**src/rtl/uart_pkg.sv**
```systemverilog
// Shared types for the 9N1 UART link: word type and transmit-queue FSM states.
package uart_pkg;
  localparam int UART_DATA_W = 9;

  typedef logic [UART_DATA_W-1:0] uart_word_t;

  typedef enum logic [1:0] {IDLE, LOAD, WAIT_BUSY, WAIT_DONE} txq_state_t;
endpackage

```
**src/rtl/fifo_sync.sv**
```systemverilog
// Single-clock FIFO: storage, wrapping pointers and an occupancy count.
// The count alone decides full/empty; a push into a full FIFO succeeds only alongside a pop.
module fifo_sync #(
  parameter int DEPTH = 8,
  parameter int WIDTH = 9
) (
  input  logic                       clock,
  input  logic                       reset,
  input  logic                       push,
  input  logic [WIDTH-1:0]           wr_data,
  input  logic                       pop,
  output logic [WIDTH-1:0]           rd_data,
  output logic                       full,
  output logic                       empty,
  output logic [$clog2(DEPTH+1)-1:0] count
);
  localparam int AW = $clog2(DEPTH);
  localparam int CW = $clog2(DEPTH + 1);

  logic [WIDTH-1:0] mem [DEPTH];
  logic [AW-1:0]    wr_ptr;
  logic [AW-1:0]    rd_ptr;
  logic [CW-1:0]    cnt;
  logic             do_push;
  logic             do_pop;

  assign do_pop  = pop && !empty;
  assign do_push = push && (!full || do_pop);

  always_ff @(posedge clock) begin
    if (reset) begin
      wr_ptr <= '0;
      rd_ptr <= '0;
      cnt    <= '0;
    end else begin
      if (do_push) wr_ptr <= wr_ptr + 1'b1;
      if (do_pop)  rd_ptr <= rd_ptr + 1'b1;
      case ({do_push, do_pop})
        2'b10:   cnt <= cnt + 1'b1;
        2'b01:   cnt <= cnt - 1'b1;
        default: cnt <= cnt;
      endcase
    end
  end

  // Storage needs no reset: stale entries are never read while cnt says empty.
  always_ff @(posedge clock) begin
    if (do_push) mem[wr_ptr] <= wr_data;
  end

  assign rd_data = mem[rd_ptr];
  assign full    = (cnt == CW'(DEPTH));
  assign empty   = (cnt == '0);
  assign count   = cnt;
endmodule

```
**src/rtl/uart_tx_queue.sv**
```systemverilog
// Transmit queue in front of UartTX: buffers words and hands them over one frame at a time.
// Optional sticky drop flag (overflow/ovf_clr) is built when UART_TX_QUEUE_OVF_EN is defined.
//
// state     | meaning
// IDLE      | waiting for a queued word and an idle transmitter
// LOAD      | word popped into data; send pulses this cycle
// WAIT_BUSY | waiting for UartTX to drop ready (frame accepted)
// WAIT_DONE | waiting for UartTX to raise ready (frame finished)
module uart_tx_queue
  import uart_pkg::*;
#(
  parameter int DEPTH = 8,
  parameter int WIDTH = UART_DATA_W
) (
  input  logic                       clock,
  input  logic                       reset,
  input  logic                       wr_en,
  input  logic [WIDTH-1:0]           wr_data,
  output logic                       full,
  output logic                       empty,
  output logic [$clog2(DEPTH+1)-1:0] count,
  output logic                       send,
  output logic [WIDTH-1:0]           data,
  input  logic                       ready
`ifdef UART_TX_QUEUE_OVF_EN
  ,
  output logic                       overflow,
  input  logic                       ovf_clr
`endif
);
  txq_state_t       state;
  txq_state_t       state_nxt;
  logic             pop;
  logic [WIDTH-1:0] head;

  fifo_sync #(.DEPTH(DEPTH), .WIDTH(WIDTH)) u_fifo (
    .clock   (clock),
    .reset   (reset),
    .push    (wr_en),
    .wr_data (wr_data),
    .pop     (pop),
    .rd_data (head),
    .full    (full),
    .empty   (empty),
    .count   (count)
  );

  always_ff @(posedge clock) begin
    if (reset) begin
      state <= IDLE;
      data  <= '0;
    end else begin
      state <= state_nxt;
      if (pop) data <= head;
    end
  end

  always_comb begin
    state_nxt = state;
    pop       = 1'b0;
    unique case (state)
      IDLE: begin
        if (!empty && ready) begin
          pop       = 1'b1;
          state_nxt = LOAD;
        end
      end
      LOAD:      state_nxt = WAIT_BUSY;
      WAIT_BUSY: if (!ready) state_nxt = WAIT_DONE;
      WAIT_DONE: if (ready) state_nxt = IDLE;
      default:   state_nxt = IDLE;
    endcase
  end

  assign send = (state == LOAD);

`ifdef UART_TX_QUEUE_OVF_EN
  logic wr_dropped;
  assign wr_dropped = wr_en && full && !pop;

  // Clear takes priority over a drop in the same cycle.
  always_ff @(posedge clock) begin
    if (reset)           overflow <= 1'b0;
    else if (ovf_clr)    overflow <= 1'b0;
    else if (wr_dropped) overflow <= 1'b1;
  end
`endif
endmodule

```
**config.mk**
```make
export PLATFORM = sky130hd
export DESIGN_NAME = uart_tx_queue
export DESIGN_NICKNAME = d
export VERILOG_FILES = /design/src/rtl/uart_pkg.sv /design/src/rtl/fifo_sync.sv /design/src/rtl/uart_tx_queue.sv
export SDC_FILE = /design/constraint.sdc
export NUM_CORES = 1
export LEC_CHECK = 0
export BUFFER_PORTS_ARGS = -buffer_cell sky130_fd_sc_hd__buf_4
export CORE_MARGIN = 1
export CORE_UTILIZATION = 30
export CTS_CLUSTER_DIAMETER = 150
export DETAILED_ROUTE_END_ITERATION = 8
export PLACE_DENSITY = 0.56
export RECOVER_POWER = 50
export SLEW_MARGIN = 0
export SYNTH_ARGS = -nofsm -noshare
export SYNTH_HDL_FRONTEND = slang
export SYNTH_SLANG_ARGS = --single-unit
```
**constraint.sdc**
```tcl
create_clock -name clock -period 2.5 [get_ports clock]
set_input_delay 0.625 -clock clock [delete_from_list [all_inputs] [get_ports clock]]
set_output_delay 0.625 -clock clock [all_outputs]
set_load 0.01 [all_outputs]
```
==> key figures <==
Floorplanning
  • Area of the core region: 12200 sq um
  • Number of top-level pins: 29
  • Starting density of the core: 31.2%
  • Chip Height: 114 um
  • Die area: 13100 sq um
  • Width of the die: 114 um
  • Cell row count: 40

Setup path
  • List of cells traversed by the critical path: or4b_4 -> o21ai_4 -> ha_4 -> ha_4 -> a21oi_2 -> a21oi_1 -> or4_4 -> a21oi_2
  • Capturing element type of the critical path: flip-flop
  • Startpoint of the worst register-to-register path: u_fifo.count[1]$_SDFFE_PP0P_
  • CP Launch Point: u_fifo.count[1]$_SDFFE_PP0P_
  • Kind of start point of the critical path: flip-flop
  • Class of the most critical setup path: reg -> reg
  • Signal arrival time at the worst endpoint: 2670 ps
  • Required time worst endpoint: 2770 ps
  • Capturing point of the worst reg2reg path: u_fifo.count[3]$_SDFFE_PP0P_
  • Highest cell delay on the worst timing path: 590 ps
  • Slowest library cell on the worst path: sky130_fd_sc_hd__or4b_4
  • Depth of the worst register-to-register path: 8
  • Crit-path max FO: 6
  • Cell type group with the largest total delay on the critical path: simple AND/OR/NAND/NOR gates
  • Setup slack of the most critical reg-to-reg path: 90 ps
  • Combined buffer and inverter count along the critical path: 0

Layout
  • Final Non-Filler Cells: 443
  • Fraction of layout instances using a drive strength above 1: 32.4%
  • Count of antenna diodes in the layout: 0
  • Fin area: 4580 sq um
  • Most common cell after layout, fill and taps aside: sky130_fd_sc_hd__edfxtp_1
  • P&R area growth vs syn: 20.8%
  • Nets@finish: 294
  • Top library cells by usage in the layout, fill and taps aside: 72 x sky130_fd_sc_hd__edfxtp_1, 25 x sky130_fd_sc_hd__buf_4, 24 x sky130_fd_sc_hd__nor2_1, 18 x sky130_fd_sc_hd__mux4_2, 17 x sky130_fd_sc_hd__clkbuf_1

Timing
  • Remaining max-slew budget at the tightest pin: 31.4%
  • Max Transition Viols Final: 0
  • Worst Skew: 13.6 ps
  • Final setup violation count: 0
  • Ratio of final minimum period to clock period: 96.2%
  • Measured slew at the worst slew-check pin: 1020 ps
  • Achievable clock frequency: 416 MHz
  • Setup TNS: 0 ps
  • Setup repair after global routing missed its margin: yes
  • Clock period minus worst slack: 2410 ps
  • Final Hold Viols: 0

Synth
  • Register bit count reported by yosys: 93
  • Summed instance area of the synthesized netlist: 3790 sq um
  • Number of flops mapped to enable cells by yosys: 72
  • Library cells used by synthesis: 40
  • Average instance area after synthesis: 16.9 sq um
  • Syn Inst Count: 225
  • Share of the yosys chip area belonging to registers: 68.1%
  • Largest area contributor in the synthesized netlist: sky130_fd_sc_hd__edfxtp_1
  • Post-synth net total: 249
  • Fraction of post-synthesis cell area in the top cell type by area: 57.0%
  • Predominant post-synthesis flop cell: sky130_fd_sc_hd__edfxtp_1
  • Dominant cells by area after synthesis: sky130_fd_sc_hd__edfxtp_1 57%, sky130_fd_sc_hd__dfxtp_1 11%, sky130_fd_sc_hd__mux4_2 11%, sky130_fd_sc_hd__ha_1 3.3%, sky130_fd_sc_hd__nor2_1 2.4%
  • Number of synthesis warnings: 0
  • Share of async-settable or async-resettable flops after synthesis: 0%

Placed design
  • Placed Area: 4310 sq um
  • Number of input and output port buffers inserted: 28
  • GPL Wtd Cong: 0.703
  • Detailed Place HPWL: 4720 um
  • Number of placed instances, taps included: 425

Pwr
  • Leakage component of the power: 0.00151 uW
  • Fraction of power consumed by the clock network: 28.3%
  • Combinational fraction of design power: 30.2%
  • Part of the power in registers: 41.5%
  • Internal power: 3230 uW
  • Total power per unit cell area: 1020 nW/um^2
  • Switching power as a share of total power: 31.1%
  • Net switching power: 1460 uW
  • Maximum resistive drop on vdd: 341 uV

Job
  • Max Cap Viol: 0

Min path
  • End of the worst hold path: data[5]$_SDFFE_PP0N_
  • Path class of the lowest-slack min-delay path: reg -> reg
  • Worst Min Path Start: data[5]$_SDFFE_PP0N_
  • Cell count of the worst hold path: 2

Route
  • Post-route antenna net violation count: 0
  • Per-cell via count in the routed design: 4.67
  • Routed WL per cell: 16.8 um
  • Detailed-router iteration count before antenna repair: 4
  • DRC errors left: 0
  • Total wirelength of the detailed-routed design: 7430 um
  • First-iteration detailed-routing DRC count: 96
  • Via count: 2067

Global route
  • Grt total ovfl: 0
  • Antenna violations before repair: 0
  • First-pass GRT wire length: 11700 um
  • Total Routing Usage GR: 12.3%
  • Maximum number of pins on one net before global-route repair: 22
  • Vias in the first global route: 2050

Clocking
  • Clock tree from TritonCTS: done
  • Clock Tree Root: sky130_fd_sc_hd__clkbuf_16
  • CTS H-Tree Depth: 3
  • TritonCTS Buffers: 9
  • CTS Hold Buffers Added: 0
  • Maximum count of clock buffers along a single path: 2
  • Clock latency of the later-clocked register in the worst-skew pair: 340 ps
  • Post-CTS clock slew at the launch and capture registers of the worst setup and hold paths: 70 ps
  • Number of clock sinks: 93

Outcome
  • Result of the run: complete, no violations
cell families (layout without fill, tap and decap cells):
group	after synthesis	in the layout	share of synthesized area, %
AOI/OAI and AO/OA	22	22	4.58
xor gates and xnor gates	6	6	1.39
adders and majority gates	11	11	3.83
buffers and inverters	18	68	2.64
DFF	93	93	68.1
muxes	21	21	11.5
and+or+nand+nor	54	54	8.01
power by group through the flow:
stage | clock (uW) | sequential [uW] | combinational (uW)
after floorplan | 0 | 2000 | 999
after global placement | 0 | 1980 | 1430
after detailed placement | 0 | 1980 | 1450
after CTS | 1360 | 1950 | 1450
after global routing | 1420 | 1970 | 1580
final | 1330 | 1950 | 1420
Yosys cell counts (2+ instances only):
| master | n |
|---|---|
| sky130_fd_sc_hd__buf_6 | 3 |
| sky130_fd_sc_hd__edfxtp_1 | 72 |
| sky130_fd_sc_hd__clkbuf_1 | 3 |
| sky130_fd_sc_hd__xnor2_1 | 2 |
| sky130_fd_sc_hd__nor2_2 | 2 |
| sky130_fd_sc_hd__nand3_1 | 3 |
| sky130_fd_sc_hd__buf_4 | 2 |
| sky130_fd_sc_hd__nand2_1 | 2 |
| sky130_fd_sc_hd__mux4_2 | 18 |
| sky130_fd_sc_hd__xor2_1 | 4 |
| sky130_fd_sc_hd__dfxtp_1 | 21 |
| sky130_fd_sc_hd__ha_1 | 10 |
| sky130_fd_sc_hd__nor2_1 | 24 |
| sky130_fd_sc_hd__o22ai_1 | 9 |
| sky130_fd_sc_hd__mux2i_1 | 3 |
| sky130_fd_sc_hd__nand3_4 | 2 |
| sky130_fd_sc_hd__a21oi_1 | 5 |
| sky130_fd_sc_hd__inv_1 | 7 |
| sky130_fd_sc_hd__nor3_1 | 12 |
worst register-to-register path, cell delays in order, from the launching register on:
cell                      delay, ps
sky130_fd_sc_hd__dfxtp_2        350
sky130_fd_sc_hd__or4b_4         590
sky130_fd_sc_hd__o21ai_4        180
sky130_fd_sc_hd__ha_4           170
sky130_fd_sc_hd__ha_4           210
sky130_fd_sc_hd__a21oi_2        120
sky130_fd_sc_hd__a21oi_1        100
sky130_fd_sc_hd__or4_4          490
sky130_fd_sc_hd__a21oi_2        130
routing by layer:
| metal | vias up | global-route usage (%) | share of wire (%) |
|---|---|---|---|
| li1 | 957 | - | - |
| met1 | 1036 | 17.5 | 47 |
| met2 | 65 | 18.9 | 47 |
| met3 | 9 | 2.75 | 5.4 |
| met4 | 0 | 3.64 | 1.2 |
| met5 | - | 0 | 0 |
cell type report:
type | instances | area, sq um
repair buffers | 44 | 292
clock buffers | 9 | 225
clock inverters | 7 | 75.1
well taps | 168 | 210
fillers | 1151 | 7580
flip-flops and latches | 93 | 2590
inverters | 8 | 30.0
multi-input cells | 114 | 1160
sequential cells by signal, summed over array words and instances (netlist names):
name,flops
u_fifo.mem,72
data,9
u_fifo.count,4
u_fifo.rd_ptr,3
u_fifo.wr_ptr,3
state,2
how the worst max path moves through the flow:
stage,endpoint,slack (ps),depth (start not counted)
finish,u_fifo.count[3]$_SDFFE_PP0P_,90,8
global route,u_fifo.count[3]$_SDFFE_PP0P_,3,8
CTS,u_fifo.count[3]$_SDFFE_PP0P_,30,11
detailed placement,u_fifo.count[3]$_SDFFE_PP0P_,-4,10
global placement,u_fifo.count[3]$_SDFFE_PP0P_,10,10
floorplan,u_fifo.count[3]$_SDFFE_PP0P_,-20,10
per-stage QoR:
stage          power (uW)  hold slack (ps)  util (%)  setup slack (ps)
2_1_floorplan        3000              488         -             -24.5
3_5_place_dp         3430              484      35.4             -4.44
3_3_place_gp         3400              477      35.4              13.1
4_1_cts              4760              498      37.9              27.8
5_1_grt              4970              528      37.7              3.49
6_report             4700              491      37.7              94.6
timing repair:
item | CTS | global route
gates resized for setup | 0 | 9
hold endpoints to repair | 0 | 0
endpoints found under the setup margin | 0 | 4
buffers inserted | 0 | 2
Note: power is estimated with default switching activity, not from simulation.
